==> config.mk <==
export PLATFORM = sky130hd
export DESIGN_NAME = fb_arbiter
export DESIGN_NICKNAME = d
export VERILOG_FILES = /design/src/rtl/fb_pkg.sv /design/src/rtl/fb_wr_fifo.sv /design/src/rtl/fb_arbiter.sv
export SDC_FILE = /design/constraint.sdc
export NUM_CORES = 1
export LEC_CHECK = 0
export CAP_MARGIN = 5
export CORE_MARGIN = 2
export CORE_UTILIZATION = 24
export CTS_BUF_LIST = sky130_fd_sc_hd__clkbuf_8 sky130_fd_sc_hd__clkbuf_16
export DETAILED_ROUTE_END_ITERATION = 12
export PLACE_DENSITY = 0.42
export SYNTH_ARGS = -nofsm -noshare
export SYNTH_HDL_FRONTEND = slang
export SYNTH_HIERARCHICAL = 1
export SYNTH_SLANG_ARGS = --single-unit
==> constraint.sdc <==
create_clock -name vga_clk -period 3.5 [get_ports vga_clk]
set_input_delay 0.35 -clock vga_clk [delete_from_list [all_inputs] [get_ports vga_clk]]
set_output_delay 0.35 -clock vga_clk [all_outputs]
set_load 0.02 [all_outputs]
==> src/rtl/fb_pkg.sv <==
// rtl/fb_pkg.sv - shared constants, state encoding and write-entry type for the frame-buffer arbiter
package fb_pkg;

  localparam int H_ACTIVE    = 640;
  localparam int V_ACTIVE    = 480;
  localparam int ROW_W       = 9;
  localparam int COL_W       = 10;
  localparam int ADDR_W      = 19;
  localparam int PIX_W       = 12;
  localparam int WFIFO_DEPTH = 4;

  typedef enum logic {
    ST_IDLE  = 1'b0,
    ST_CLEAR = 1'b1
  } fb_state_e;

  // 31-bit buffered write: {row, col, data}
  typedef struct packed {
    logic [ROW_W-1:0] row;
    logic [COL_W-1:0] col;
    logic [PIX_W-1:0] data;
  } wr_entry_t;

endpackage

==> src/rtl/fb_wr_fifo.sv <==
// rtl/fb_wr_fifo.sv - small write FIFO buffering game-logic pixel writes
// Ports:
//   vga_clk, clrn : clock, async active-low reset
//   flush         : empties the FIFO; wins over push and pop in the same cycle
//   push, din     : store din when not full
//   pop, dout     : dout is the head entry; pop discards it when not empty
//   full, empty   : occupancy flags, decoded from the registered count
module fb_wr_fifo
  import fb_pkg::*;
(
  input  logic      vga_clk,
  input  logic      clrn,
  input  logic      flush,
  input  logic      push,
  input  wr_entry_t din,
  input  logic      pop,
  output wr_entry_t dout,
  output logic      full,
  output logic      empty
);

  localparam int PTR_W = $clog2(WFIFO_DEPTH);

  wr_entry_t        mem_q [WFIFO_DEPTH];
  logic [PTR_W-1:0] wptr_q, wptr_d;
  logic [PTR_W-1:0] rptr_q, rptr_d;
  logic [PTR_W:0]   cnt_q, cnt_d;
  logic             do_push, do_pop;

  assign full  = (cnt_q == (PTR_W+1)'(WFIFO_DEPTH));
  assign empty = (cnt_q == '0);
  assign dout  = mem_q[rptr_q];

  assign do_push = push & ~full & ~flush;
  assign do_pop  = pop & ~empty & ~flush;

  always_comb begin
    wptr_d = wptr_q;
    rptr_d = rptr_q;
    cnt_d  = cnt_q;
    if (flush) begin
      wptr_d = '0;
      rptr_d = '0;
      cnt_d  = '0;
    end else begin
      if (do_push) wptr_d = wptr_q + PTR_W'(1);
      if (do_pop)  rptr_d = rptr_q + PTR_W'(1);
      cnt_d = cnt_q + (PTR_W+1)'(do_push) - (PTR_W+1)'(do_pop);
    end
  end

  always_ff @(posedge vga_clk or negedge clrn) begin
    if (!clrn) begin
      wptr_q <= '0;
      rptr_q <= '0;
      cnt_q  <= '0;
    end else begin
      wptr_q <= wptr_d;
      rptr_q <= rptr_d;
      cnt_q  <= cnt_d;
    end
  end

  // Storage needs no reset: the count alone decides what is valid.
  always_ff @(posedge vga_clk) begin
    if (do_push) mem_q[wptr_q] <= din;
  end

endmodule

==> src/rtl/fb_arbiter.sv <==
// rtl/fb_arbiter.sv - single-port frame-buffer arbiter: display reads, buffered writes, full-screen clear
// Ports:
//   vga_clk, clrn                      : pixel clock, async active-low reset
//   vga_rdn, vga_row, vga_col, vga_din : display read (active-low request), pixel returned same cycle
//   wr_valid/wr_ready/wr_row/wr_col/wr_data : game-logic pixel write channel
//   clr_req, clr_color, clr_busy, clr_done  : screen-clear request and status
//   ram_addr, ram_we, ram_wdata, ram_rdata  : single-port pixel RAM with combinational read
// H_VIS/V_VIS set the visible area; they default to the full VGA frame.
module fb_arbiter
  import fb_pkg::*;
#(
  parameter int H_VIS = H_ACTIVE,
  parameter int V_VIS = V_ACTIVE
) (
  input  logic              vga_clk,
  input  logic              clrn,
  input  logic              vga_rdn,
  input  logic [ROW_W-1:0]  vga_row,
  input  logic [COL_W-1:0]  vga_col,
  output logic [PIX_W-1:0]  vga_din,
  input  logic              wr_valid,
  output logic              wr_ready,
  input  logic [ROW_W-1:0]  wr_row,
  input  logic [COL_W-1:0]  wr_col,
  input  logic [PIX_W-1:0]  wr_data,
  input  logic              clr_req,
  input  logic [PIX_W-1:0]  clr_color,
  output logic              clr_busy,
  output logic              clr_done,
  output logic [ADDR_W-1:0] ram_addr,
  output logic              ram_we,
  output logic [PIX_W-1:0]  ram_wdata,
  input  logic [PIX_W-1:0]  ram_rdata
);

  localparam logic [ROW_W-1:0] ROW_LIM  = ROW_W'(V_VIS);
  localparam logic [COL_W-1:0] COL_LIM  = COL_W'(H_VIS);
  localparam logic [ROW_W-1:0] ROW_LAST = ROW_W'(V_VIS - 1);
  localparam logic [COL_W-1:0] COL_LAST = COL_W'(H_VIS - 1);

  fb_state_e        state_q, state_d;
  logic [ROW_W-1:0] crow_q, crow_d;
  logic [COL_W-1:0] ccol_q, ccol_d;
  logic [PIX_W-1:0] color_q, color_d;
  logic             done_q, done_d;

  wr_entry_t fifo_din, fifo_head;
  logic      fifo_full, fifo_empty, fifo_push, fifo_pop, fifo_flush;
  logic      in_range, clr_start;

  assign in_range  = (wr_row < ROW_LIM) && (wr_col < COL_LIM);
  assign clr_start = (state_q == ST_IDLE) && clr_req;

  // Out-of-range writes still handshake (wr_ready) but never reach storage.
  assign fifo_push  = wr_valid & ~fifo_full & in_range;
  assign fifo_flush = clr_start;
  assign fifo_pop   = (state_q == ST_IDLE) & vga_rdn & ~fifo_empty;
  assign fifo_din   = '{row: wr_row, col: wr_col, data: wr_data};

  fb_wr_fifo u_wr_fifo (
    .vga_clk (vga_clk),
    .clrn    (clrn),
    .flush   (fifo_flush),
    .push    (fifo_push),
    .din     (fifo_din),
    .pop     (fifo_pop),
    .dout    (fifo_head),
    .full    (fifo_full),
    .empty   (fifo_empty)
  );

  assign wr_ready = ~fifo_full;
  assign clr_busy = (state_q == ST_CLEAR);
  assign clr_done = done_q;
  assign vga_din  = ram_rdata;

  // RAM port depends only on vga_rdn and registered state.
  always_comb begin
    ram_addr  = {vga_row, vga_col};
    ram_we    = 1'b0;
    ram_wdata = fifo_head.data;
    if (vga_rdn) begin
      if (state_q == ST_CLEAR) begin
        ram_addr  = {crow_q, ccol_q};
        ram_we    = 1'b1;
        ram_wdata = color_q;
      end else if (!fifo_empty) begin
        ram_addr  = {fifo_head.row, fifo_head.col};
        ram_we    = 1'b1;
      end
    end
  end

  always_comb begin
    state_d = state_q;
    crow_d  = crow_q;
    ccol_d  = ccol_q;
    color_d = color_q;
    done_d  = 1'b0;
    if (state_q == ST_IDLE) begin
      if (clr_req) begin
        state_d = ST_CLEAR;
        crow_d  = '0;
        ccol_d  = '0;
        color_d = clr_color;
      end
    end else if (vga_rdn) begin
      if (ccol_q == COL_LAST) begin
        ccol_d = '0;
        if (crow_q == ROW_LAST) begin
          state_d = ST_IDLE;
          crow_d  = '0;
          done_d  = 1'b1;
        end else begin
          crow_d = crow_q + ROW_W'(1);
        end
      end else begin
        ccol_d = ccol_q + COL_W'(1);
      end
    end
  end

  always_ff @(posedge vga_clk or negedge clrn) begin
    if (!clrn) begin
      state_q <= ST_IDLE;
      crow_q  <= '0;
      ccol_q  <= '0;
      color_q <= '0;
      done_q  <= 1'b0;
    end else begin
      state_q <= state_d;
      crow_q  <= crow_d;
      ccol_q  <= ccol_d;
      color_q <= color_d;
      done_q  <= done_d;
    end
  end

endmodule

# After elaboration in Yosys (flattened, before gate mapping)
# Memories as Yosys holds them, arrays and structs flattened.
# Index checks and enable logic that the tools add are counted.
# classes
add_sub_neg	6
n_mul	0
div_mod_pow	0
magnitude_cmp	2
eq_ne	5
shift	0
n_mux	33
n_bitwise	12
n_reduce_logical	9
# ops
op	n
19-bit two-way mux	3
9-bit two-way mux	5
10-bit two-way mux	4
12-bit two-way mux	2
1-bit two-way mux	14
10-bit by 1-bit adder with 10-bit output (second input constant)	1
10-bit equality test (second input constant)	1
10-bit < comparator (second input constant)	1
9-bit by 1-bit adder with 9-bit output (second input constant)	1
9-bit equality test (second input constant)	1
9-bit < comparator (second input constant)	1
1-bit AND	8
2-bit two-way mux	4
2-bit nonzero test	3
2-bit by 1-bit adder with 2-bit output (second input constant)	2
1-bit inverter	4
2-bit AND reduction	2
3-bit by 1-bit adder with 3-bit output	1
3-bit equality test (second input constant)	1
3-bit zero test	1
3-bit two-way mux	1
3-bit AND reduction	1
3-bit by 1-bit subtractor with 3-bit output	1
1-bit logical AND	2
2 further kinds	2
# word_totals
ff_bits	40
latchBits	0
ram_bits	124
romBits	0
word_cells	76
memories	1
# memory_table
memory	depth	width	read_ports	rd_clocked_by_memory_dff	write_ports	line_no	text
u_wr_fifo.mem_q	4	31	1	0	1	fb_wr_fifo.sv:24	wr_entry_t mem_q [WFIFO_DEPTH];

# Logic depth before layout (Yosys ltp)
# Gate-level depths: netlist (run 1).
# depth
word_depth	9
depth_mapped	15
mapped_depth_nobuf	13

# Hierarchy
# The synthesis (run 1) kept the hierarchy.
# by_module_without_submodules
module	n_inst	cells_per_inst	area_each_um2
fb_wr_fifo	1	209	4982.3
fb_arbiter	1	328	2439.8

# Worst setup path after synthesis (run 1)
# No wires, ideal clock.
# synth_timing
path_kind	flip-flop to flip-flop
startpoint	reg state_q, in the netlist clr_busy
endpoint	reg u_wr_fifo.cnt_q[2]
setup_ps	131
arrival_time_ps	2898
required_ps	3369
setup_slack_ps	472
path_stages_with_launch	16
n_path_buf	4
cell_sequence	dfrtp_1 > buf_4 > nand2b_1 > buf_2 > clkinv_1 > buf_1 > clkbuf_1 > nor3_1 > inv_1 > ha_1 > inv_1 > ha_1 > inv_1 > fa_1 > xnor2_1 > nor2_1
# synth_between
elab_chain_len	7
elab_cells_between_ends	11
classes_between	2 x add/sub; 1 x mux; 7 x bitwise; 1 x reduce/logical
# synth_lines
element	line_no	text
start: declaration	fb_arbiter.sv:41	fb_state_e state_q, state_d;
start signal: assignment	fb_arbiter.sv:131	state_q <= state_d;
1-bit inverter (no source line) *	n/a	
1-bit logical AND *	fb_arbiter.sv:52	assign clr_start = (state_q == ST_IDLE) && clr_req;
named net clr_start	fb_arbiter.sv:49	logic in_range, clr_start;
1-bit inverter	fb_wr_fifo.sv:34, fb_wr_fifo.sv:35	
1-bit AND	fb_wr_fifo.sv:34	assign do_push = push & ~full & ~flush;
3-bit by 1-bit adder with 3-bit output	fb_wr_fifo.sv:48	cnt_d = cnt_q + (PTR_W+1)'(do_push) - (PTR_W+1)'(do_pop);
3-bit by 1-bit subtractor with 3-bit output	fb_wr_fifo.sv:48	
3-bit two-way mux *	fb_wr_fifo.sv:41	if (flush) begin
named net u_wr_fifo.cnt_d[2]	fb_wr_fifo.sv:27	logic [PTR_W:0] cnt_q, cnt_d;
end signal: assignment	fb_wr_fifo.sv:60	cnt_q <= cnt_d;
end: declaration	fb_wr_fifo.sv:27	
# The timed path passes the listed nets; every way through them passes the cells marked *.
# A chain may end at the register's enable or synchronous reset.

==> metrics.md, run 1 <==
| Metric | Value |
|---|---|
| Status | `finished, final reports clean` |
| Crit path max fanout | `13` |
| Peak VDD IR | `between 0.2 and 0.3 mV` |
| Number of global-route vias before repair | `4899` |
| Antenna violations before repair | `0` |
| Yosys synthesis warning count | `6` |
| Int Pwr | `around 3800 uW` |
| Largest net degree at the start of global routing | `between 40 and 50` |
| Static leakage | `around 0.0034 uW` |
| First-pass GRT wire length | `approximately 29000 um` |
| Final setup fails | `0` |
| Die area | `0.03235 sq mm` |
| CTS resizes | `0` |
| Fin crit period | `3.089 ns` |
| Placed wire-length estimate | `approximately 13000 um` |
| Gate Count Post-Synth | `between 500 and 600` |
| Ports | `126` |
| Depth of the most critical reg-to-reg path | `13` |
| Cell Pwr Density | `about 560 mW/mm^2` |
| Antenna cell count | `0` |
| CP Data Arrival Time | `2.74 ns` |
| Max Clock Freq | `between 300 and 400 MHz` |
| Final hold vios | `0` |
| Post-route ant nets | `0` |
| Clock net sink count | `164` |
| Worst path required time | `3.15 ns` |
| Max Slew Vio Count | `0` |
| Worst path cell trace | `buf_4 -> mux4_1 -> nand2_1 -> nand2_1 -> clkdlybuf4s50_1` |
| FF/Latch Area | `between 0.004 and 0.005 sq mm` |
| CP peak stage delay | `roughly 0.66 ns` |
| Routed vias | `around 4.6k` |
| Crit Path Class | `reg2out` |
| Combinational Power Share | `approximately 17%` |
| Startpoint types | `register` |
| Worst-Skew Late Latency | `between 0.4 and 0.5 ns` |
| Cell with the most instances after synthesis | `edfxtp_1` |
| Stages on the worst setup path | `5` |
| Sw frac | `between 20 and 30%` |
| DIE HEIGHT | `179.9 um` |
| Post-CTS Setup Bufs | `0` |
| Max Cap Viol | `0` |
| GRT overflow | `0` |
| Nets | `slightly above 700` |
| Worst Hold Class | `in2async` |
| Crit-path slowest cell | `dfrtp_2` |
| CP top delay family | `buffers and inverters` |
| CTS buffer count | `17` |
| FF+latch count, synth | `~160` |
| Drt drc | `0` |
| Synth cell types | `57` |
| Crit share post-route | `between 80% and 90%` |
| Asr flop ratio synth | `about a quarter` |
| CTS tree | `yes` |
| Post-CTS Hold Buffers | `0` |
| Layout Area Growth over Synthesis | `26.85%` |
| RSZ-0062 raised after global routing | `no` |
| Cell taking the most area after synthesis | `edfxtp_1` |
| Final TNS setup | `0 ns` |
| Die Wd | `179.9 um` |
| Total Wirelength | `around 19000 um` |
| Worst path bufs/invs | `2` |
| Initial DRC count | `approximately 270` |
| Synth top area share | `approximately half` |
| Drt first pass iters | `6` |
| CP most frequent cell | `nand2_1` |
| Clock Tree Root | `clkbuf_16` |
| Main flop type after synthesis | `edfxtp_1` |
| Sw power | `between 1000 and 1500 uW` |
| Cell area after synthesis | `between 0.007 and 0.008 sq mm` |
| DR vias/cell | `4.431` |
| Register area share after synthesis | `63.65%` |
| Wire per inst | `~18 um` |
| Syn_area_per_cell | `13.82 sq um` |
| Worst slew pin tran | `between 1 and 1.5 ns` |
| Rel. slew slack | `30.48%` |
| Syn_nets | `625` |
| Worst Setup End Kind | `output pin` |
| Post-synth EDFFs | `124` |
| IO Port Bufs | `between 100 and 150` |
| Multi-input gate area | `~0.0024 sq mm` |
| Placer Congestion | `about 0.79` |
| Post-synth top cells | `edfxtp_1, nand2_1, dfrtp_1` |
| Total GRT Usage | `~12%` |
| Placed Cells | `a little over 1k` |
| H-Tree Depth | `4` |
| Starting density of the core | `between 20% and 30%` |
| Share of cells above drive strength 1 | `between 10% and 20%` |
| FP Rows | `between 60 and 70` |
| Main area contributors after synthesis | `edfxtp_1, dfrtp_1, mux4_2` |
| Layout Cells excl Fill | `approximately 1.0k` |
| Core ar. | `roughly 0.03 sq mm` |
| Clock network fraction of design power | `~36%` |
| Clk buf depth | `2` |
| Clock slew at reported path FFs | `around 0.07 ns` |
| Fillers | `2993` |
| Skew final | `~0.016 ns` |
| Sequential share of power | `between 40% and 50%` |
## cell families after synthesis
group,after synthesis,share of synthesized area (%)
adder cells (fa/ha/maj),9,1.618
AO/OA/AOI/OAI,92,7.822
buffers and inverters,54,4.484
flip-flops,164,63.65
multiplexers,36,10.25
AND/OR/NAND/NOR,177,11.58
XOR/XNOR,5,0.5901
## worst reg2reg max path: cells and delay by family, from the launching register on
family | cells | cell delay, ns
xor gates and xnor gates | 1 | 0.16
adders and majority gates | 3 | 0.78
buffers and inverters | 5 | 0.38
DFF | 1 | 0.43
and+or+nand+nor | 4 | 0.81
## sequential cells by signal (all words and copies together), names as in the netlist
| register | flops |
|---|---|
| u_wr_fifo/wptr_q | 2 |
| u_wr_fifo/mem_q | 124 |
| crow_q | 9 |
| u_wr_fifo/rptr_q | 2 |
| color_q | 12 |
| clr_busy | 1 |
| u_wr_fifo/cnt_q | 3 |
| ccol_q | 10 |
| clr_done | 1 |
## stage by stage
step | total power, uW | area, sq um | setup WS, ns | utilization, % | hold slack (ns)
floorplan | 3008 | 7422 | 0.4719 | - | 0.05441
global placement | 3395 | 8812 | 0.4186 | 28.88 | 0.4572
detailed placement | 3419 | 8812 | 0.3265 | 28.88 | 0.4625
CTS | 5326 | 9415 | 0.3332 | 30.86 | 0.1444
global route | 5505 | 9415 | 0.2285 | 30.86 | 0.1819
finish | 5245 | 9415 | 0.4114 | 30.86 | 0.1225
## per-layer routing
layer  vias up  global-route usage (%)  part of all wire (%)
met3        16                   2.634                   4.5
li1       2194                       -                     -
met4         0                   3.805                   1.1
met1      2311                   14.49                    44
met5         -                       0                     0
met2       105                   19.92                    51
## power by group through the flow
stage	Clock [uW]	Combinational [uW]	Sequential (uW)
floorplan	0	532	2480
global placement	0	893	2500
detailed placement	0	904	2520
CTS	1940	908	2480
global route	2030	977	2500
finish	1880	889	2470
## cell usage in the layout, fill, tap and decap left out, types with 9 or more instances in the layout
master	netlist	final
nand2_1	93	93
clkdlybuf4s50_1	0	100
dfrtp_1	40	39
nor2_1	14	14
a22oi_1	19	19
edfxtp_1	124	124
nand3_1	11	11
mux4_2	28	28
buf_4	15	21
nor2b_1	22	22
o21ai_0	33	33
a21oi_1	22	22
inv_1	9	9
clkbuf_16	0	17
## final cells by class
cell class / instances / share of cell area, %
flip-flops and latches: 164 / 50.19
inverters: 10 / 0.3987
clock buffers: 18 / 4.664
repair buffers: 123 / 12.57
multi-input cells: 319 / 25.17
clock inverters: 14 / 1.741
well taps: 396 / 5.262
## path summary, 6_finish.rpt
kind	to	slack (ns)	from
max reg2reg	u_wr_fifo/cnt_q[2]	0.83	u_wr_fifo/cnt_q[2]
min reg2reg	color_q[5]	0.47	color_q[5]
max	ram_wdata[1]	0.41	u_wr_fifo/rptr_q[0]
max in group asynchronous	u_wr_fifo/rptr_q[0]	2.67	clrn
min in group vga_clk	color_q[8]	0.45	clr_color[8]
min	ccol_q[3]	0.12	clrn
No activity file was read; power rests on OpenSTA's default activity.
==> inputs of run 2 (changes only) <==
Settings changed: MAX_ROUTING_LAYER set to met4, REMOVE_ABC_BUFFERS set to 1.
==> metrics.md, run 2 (synthesized netlist as in run 1, its figures left out) <==
| Metric | Value |
|---|---|
| Status | `finished, final reports clean` |
| Core ar. | `0.03051 sq mm (unchanged)` |
| Worst Setup End Kind | `output pin` |
| Worst path required time | `3.15 ns (about the same)` |
| Fin crit period | `3.099 ns (+0.01005 ns)` |
| Share of cells above drive strength 1 | `15.04% (+0.38 points)` |
| Static leakage | `0.003390 uW (about the same)` |
| Clock net sink count | `164 (unchanged)` |
| Crit path max fanout | `20 (+7)` |
| Placer Congestion | `0.8230 (+3.9%)` |
| Worst Hold Class | `in2async` |
| Commonest non-fill, non-tap cell in the layout | `edfxtp_1` |
| Rel. slew slack | `29.74% (-0.75 points)` |
| Largest net degree at the start of global routing | `41 (unchanged)` |
| Starting density of the core | `24.33% (unchanged)` |
| Most flop-heavy register | `u_wr_fifo/mem_q` |
| Dpl cell area | `0.008845 sq mm (+0.37%)` |
| Post-route ant nets | `0 (unchanged)` |
| DR vias/cell | `4.437 (+0.13%)` |
| R2R Setup Slk | `0.71 ns (-0.12 ns)` |
| Drt drc | `0 (unchanged)` |
| CP Data Arrival Time | `2.75 ns (about the same)` |
| CP startpoint | `u_wr_fifo/rptr_q[0]` |
| FF/Latch Area | `0.004726 sq mm (unchanged)` |
| Final hold vios | `0 (unchanged)` |
| Startpoint types | `register` |
| Final setup fails | `0 (unchanged)` |
| Cell Pwr Density | `557.8 mW/mm^2 (+0.15%)` |
| DIE HEIGHT | `179.9 um (unchanged)` |
| Max Cap Viol | `0 (unchanged)` |
| Crit Path Class | `reg2out` |
| Clk buf depth | `2 (unchanged)` |
| CTS buffer count | `17 (unchanged)` |
| GRT overflow | `0 (unchanged)` |
| Multi-input gate area | `0.002375 sq mm (+0.21%)` |
| Placed wire-length estimate | `13540 um (+7.1%)` |
| Peak VDD IR | `0.2937 mV (+10%)` |
| Routed vias | `4623 (-0.065%)` |
| CP endpoint | `ram_addr[5]` |
| FP Rows | `64 (unchanged)` |
| Max Clock Freq | `322.7 MHz (-0.32%)` |
| Depth of the most critical reg-to-reg path | `13 (unchanged)` |
| Most frequent cells in the layout | `edfxtp_1, clkdlybuf4s50_1, nand2_1, dfrtp_1, o21ai_0` |
| Ports | `126 (unchanged)` |
| Clock slew at reported path FFs | `0.07 ns (about the same)` |
| Clock Tree Root | `clkbuf_16` |
| Die area | `0.03235 sq mm (unchanged)` |
| Total Wirelength | `19790 um (+6.2%)` |
| First-pass GRT wire length | `30100 um (+5.3%)` |
| Initial DRC count | `293 (+9.7%)` |
| Design Power | `5274 uW (+0.56%)` |
| CTS resizes | `0 (unchanged)` |
| Crit share post-route | `88.53% (+0.29 points)` |
| Fillers | `3014 (+0.70%)` |
| Worst slew pin tran | `1.054 ns (+0.01121 ns)` |
| Nets | `720 (-0.41%)` |
| Drt first pass iters | `4 (-2)` |
| H-Tree Depth | `4 (unchanged)` |
| Worst-Skew Late Latency | `0.42 ns (about the same)` |
| Max FFs per register | `124 (unchanged)` |
| Total GRT Usage | `12.75% (+1.1 points)` |
| Top Registers | `u_wr_fifo/mem_q x124, color_q x12, ccol_q x10` |
| Number of global-route vias before repair | `4961 (+1.3%)` |
| Die Wd | `179.9 um (unchanged)` |
| RSZ-0062 raised after global routing | `no` |
| IO Port Bufs | `101 (unchanged)` |
| Endpoint of the lowest-slack register-to-register path | `u_wr_fifo/cnt_q[2]` |
| Post-CTS Hold Buffers | `0 (unchanged)` |
| Post-CTS Setup Bufs | `0 (unchanged)` |
| Wire per inst | `18.99 um (+6.4%)` |
| Worst reg2reg startpoint | `u_wr_fifo/cnt_q[1]` |
| Max Slew Vio Count | `0 (unchanged)` |
| Antenna violations before repair | `1 (+1)` |
| CTS tree | `yes` |
| Layout Area Growth over Synthesis | `27.38%` |
| Fin area | `0.009454 sq mm (+0.41%)` |
| Skew final | `0.01187 ns (-0.003697 ns)` |
==> run 2: changes by cell type in the layout (fill, tap and decap cells not counted), moves of 2 or more <==
| cell | change |
|---|---|
| buf_4 | -7 |
| inv_6 | -2 |
| clkinv_8 | +2 |
| and2_1 | -4 |
| inv_8 | +4 |
| and2_2 | +4 |
| buf_12 | +4 |
==> run 2: worst min path at each step <==
stage | from | endpoint | cells past startpoint
final | clrn | color_q[3] | 1
after global routing | clrn | color_q[6] | 1
after CTS | clrn | color_q[3] | 1
after detailed placement | color_q[9] | color_q[9] | 2
after global placement | color_q[0] | color_q[0] | 2
after floorplan | clrn | ccol_q[0] | 0
==> run 2: report_power, final <==
group	internal, uW	switching [uW]
registers	2350	117
logic	405	504
clock network	1030	864
total	3790	1480
==> run 2: critical path, cell delays in order, from the launching register on <==
cell             delay (ns)
dfrtp_2                0.57
buf_12                 0.26
mux4_2                 0.58
a22oi_1                0.17
o21ai_0                0.17
clkdlybuf4s50_1        0.59
==> run 2: layout make-up <==
| cell class | count | area share, % |
|---|---|---|
| clock buffer | 17 | 4.500 |
| multi-input combinational | 319 | 25.12 |
| tap | 396 | 5.241 |
| clock inverter | 15 | 1.919 |
| antenna | 1 | 0.02647 |
| inverter | 10 | 0.3970 |
| timing repair buffer | 120 | 12.81 |
| sequential | 164 | 49.99 |
==> run 2: layer usage <==
| metal | GRT usage, % | vias to the layer above | wire length (um) |
|---|---|---|---|
| met5 | - | - | 0 |
| met4 | 4.098 | 0 | 238 |
| met3 | 2.836 | 10 | 751 |
| met2 | 21.95 | 84 | 10460 |
| met1 | 14.78 | 2344 | 8338 |
| li1 | - | 2185 | - |
==> run 2: per-stage QoR <==
stage          setup TNS [ns]  hold slack, ns  cells  util, %  worst slack, ns
2_1_floorplan         -0.4595         0.05441    493        -          -0.2601
3_3_place_gp                0          0.4597   1009    28.99           0.2308
3_5_place_dp                0          0.4641   1009    28.99           0.1934
4_1_cts                     0          0.1513   1041    30.98           0.3275
5_1_grt                     0          0.1747   1042    30.99           0.2103
6_report                    0          0.1103   1042    30.99           0.4014
==> inputs of run 3 (changes only) <==
Settings changed: PLACE_DENSITY 0.42 to 0.44.
Clock period 3.5 ns to 2.84 ns, I/O delays scaled along.
==> metrics.md, run 3 (synthesized netlist as in run 1, its figures left out) <==
| Metric | Value |
|---|---|
| H-Tree Depth | `4 (unchanged)` |
| CTS resizes | `2 (+2)` |
| Post-CTS Hold Buffers | `0 (unchanged)` |
| Final setup fails | `0 (unchanged)` |
| Post-CTS Setup Bufs | `0 (unchanged)` |
| Placed wire-length estimate | `13810 um (+2.1%)` |
| Crit Path Class | `reg2out` |
| Final hold vios | `28 (+28)` |
| IO Port Bufs | `101 (unchanged)` |
| Sw power | `1823 uW (+23%)` |
| Clock slew at reported path FFs | `0.07 ns (about the same)` |
| Worst path required time | `2.56 ns (-0.59 ns)` |
| DR vias/cell | `4.478 (+0.93%)` |
| Final Util | `31.55% (+0.56 points)` |
| Min Hold Slack | `-0.03420 ns (-0.1445 ns)` |
| Worst reg2reg startpoint | `u_wr_fifo/cnt_q[1]` |
| Static leakage | `0.003629 uW (+7.1%)` |
| Design Power | `6446 uW (+22%)` |
| Drt first pass iters | `4 (unchanged)` |
| Clock network fraction of design power | `34.6% (-1.3 points)` |
| DIE HEIGHT | `179.9 um (unchanged)` |
| Fin crit period | `approximately 2.8 ns` |
| Number of global-route vias before repair | `5098 (+2.8%)` |
| Crit-path slowest cell | `mux4_2` |
| Die Wd | `179.9 um (unchanged)` |
| Cell Pwr Density | `669.8 mW/mm^2 (+20%)` |
| Clock net sink count | `164 (unchanged)` |
| Int Pwr | `4624 uW (+22%)` |
| CP peak stage delay | `0.58 ns (about the same)` |
| Worst path cell trace | `buf_12 -> mux4_2 -> a22oi_1 -> o21ai_0 -> clkdlybuf4s50_1` |
| Clk buf depth | `2 (unchanged)` |
| RSZ-0062 raised after global routing | `no` |
| Wire per inst | `18.18 um (-4.3%)` |
| Most flop-heavy register | `u_wr_fifo/mem_q` |
| Largest net degree at the start of global routing | `30 (-27%)` |
| Layout Area Growth over Synthesis | `29.67%` |
| Max Clock Freq | `363.3 MHz` |
| Combinational Power Share | `18.4% (+1.2 points)` |
| Total GRT Usage | `12.36% (-0.39 points)` |
| R2R Setup Slk | `0.30 ns (-0.41 ns)` |
| CTS tree | `yes` |
| Sequential share of power | `47.0% (+0.2 points)` |
| Sw frac | `28.27% (+0.12 points)` |
| Failing checks | `hold timing` |
| Placer Congestion | `0.7753 (-5.8%)` |
| Endpoint of the lowest-slack register-to-register path | `u_wr_fifo/cnt_q[2]` |
| Peak VDD IR | `0.3738 mV (+27%)` |
| CTS buffer count | `17 (unchanged)` |
| CP endpoint | `ram_addr[12]` |
| Worst Setup End Kind | `output pin` |
| Ports | `126 (unchanged)` |
| Startpoint types | `register` |
| Rel. slew slack | `43.08% (+13 points)` |
| Commonest non-fill, non-tap cell in the layout | `edfxtp_1` |
| FP Rows | `64 (unchanged)` |
| Max FFs per register | `124 (unchanged)` |
| Max Slew Vio Count | `0 (unchanged)` |
| Post-route ant nets | `0 (unchanged)` |
| Worst-Skew Late Latency | `0.42 ns (about the same)` |
| Share of cells above drive strength 1 | `17.35% (+2.3 points)` |
| Crit path max fanout | `17 (-15%)` |
| Routed vias | `4751 (+2.8%)` |
| Antenna violations before repair | `2 (+1)` |
| First-pass GRT wire length | `29370 um (-2.5%)` |
| Nets | `738 (+2.5%)` |
| Clock Tree Root | `clkbuf_16` |
| Core ar. | `0.03051 sq mm (unchanged)` |
| GRT overflow | `0 (unchanged)` |
| Worst slew pin tran | `0.8538 ns (-0.2002 ns)` |
| Max Cap Viol | `0 (unchanged)` |
| Initial DRC count | `306 (+4.4%)` |
| Skew final | `0.01003 ns (-0.001836 ns)` |
| Status | `finished, violations left` |
| Worst Hold Class | `in2async` |
| Depth of the most critical reg-to-reg path | `14 (+1)` |
| Crit share post-route | `96.93%` |
| Starting density of the core | `24.33% (unchanged)` |
| CP startpoint | `u_wr_fifo/rptr_q[0]` |
| Drt drc | `0 (unchanged)` |
| Most frequent cells in the layout | `edfxtp_1, nand2_1, clkdlybuf4s50_1, dfrtp_1, o21ai_0` |
| Top Registers | `u_wr_fifo/mem_q x124, color_q x12, ccol_q x10` |
| Total Wirelength | `19280 um (-2.6%)` |
| Die area | `0.03235 sq mm (unchanged)` |
| CP Data Arrival Time | `2.47 ns (-0.28 ns)` |
==> run 3: changes by cell type in the layout (fill, tap and decap cells not counted), sizes merged <==
cell | previous run | this run
bufinv | 1 | 0
dlymetal6s2s | 0 | 11
clkinv | 5 | 6
inv | 18 | 17
clkdlybuf4s50 | 100 | 87
buf | 20 | 38
diode | 1 | 2
dlygate4sd2 | 0 | 2
clkinvlp | 1 | 2
==> run 3: how the worst min path moves through the flow <==
stage               startpoint          end  slack, ns  depth (start not counted)
floorplan                 clrn    ccol_q[0]      -0.01                          0
global placement          clrn  color_q[11]       0.45                          1
detailed placement  color_q[3]   color_q[3]       0.46                          2
CTS                       clrn  color_q[11]      0.007                          1
global route              clrn  color_q[11]       0.01                          1
finish                    clrn  color_q[11]      -0.03                          1
==> run 3: stage by stage <==
step / setup TNS, ns / instance area, sq um / setup slack [ns] / instances
after floorplan: -76.20 / 7127 / -0.9201 / 493
after global placement: -0.003130 / 9005 / -0.003130 / 1027
after detailed placement: -0.07657 / 9005 / -0.07657 / 1027
after CTS: 0 / 9592 / 0.009226 / 1059
after global routing: 0 / 9624 / 0.002157 / 1061
final: 0 / 9624 / 0.08732 / 1061
==> run 3: final cells by class <==
| type | instances | area (sq um) |
|---|---|---|
| Tap cell | 396 | 495.5 |
| Timing Repair Buffer | 138 | 1396 |
| Clock inverter | 15 | 163.9 |
| Antenna cell | 2 | 5.005 |
| Clock buffer | 17 | 425.4 |
| Sequential cell | 164 | 4726 |
| Fill cell | 2998 | 20890 |
| Multi-Input combinational cell | 319 | 2375 |
| Inverter | 10 | 37.54 |
==> run 3: critical path: cells and delay by family (launching register included) <==
kind                   cells  cell delay, ns
buffers and inverters      2            0.74
multiplexers               1            0.58
flip-flops                 1            0.43
AO/OA/AOI/OAI              2            0.28
==> run 3: power groups by stage <==
stage          Clock, uW  Sequential [uW]  Combinational (uW)
2_1_floorplan          0             3060                 594
3_3_place_gp           0             3060                1190
3_5_place_dp           0             3080                1210
4_1_cts             2300             3030                1220
5_1_grt             2390             3060                1300
6_report            2230             3030                1180
==> run 3: routing by layer <==
metal  vias to the layer above  GRT usage, %  wire (um)
met5                         -             -          0
met4                         0         4.033        338
met1                      2380         14.50       8066
li1                       2226             -          -
met2                       125         20.87       9762
met3                        20         2.978       1117
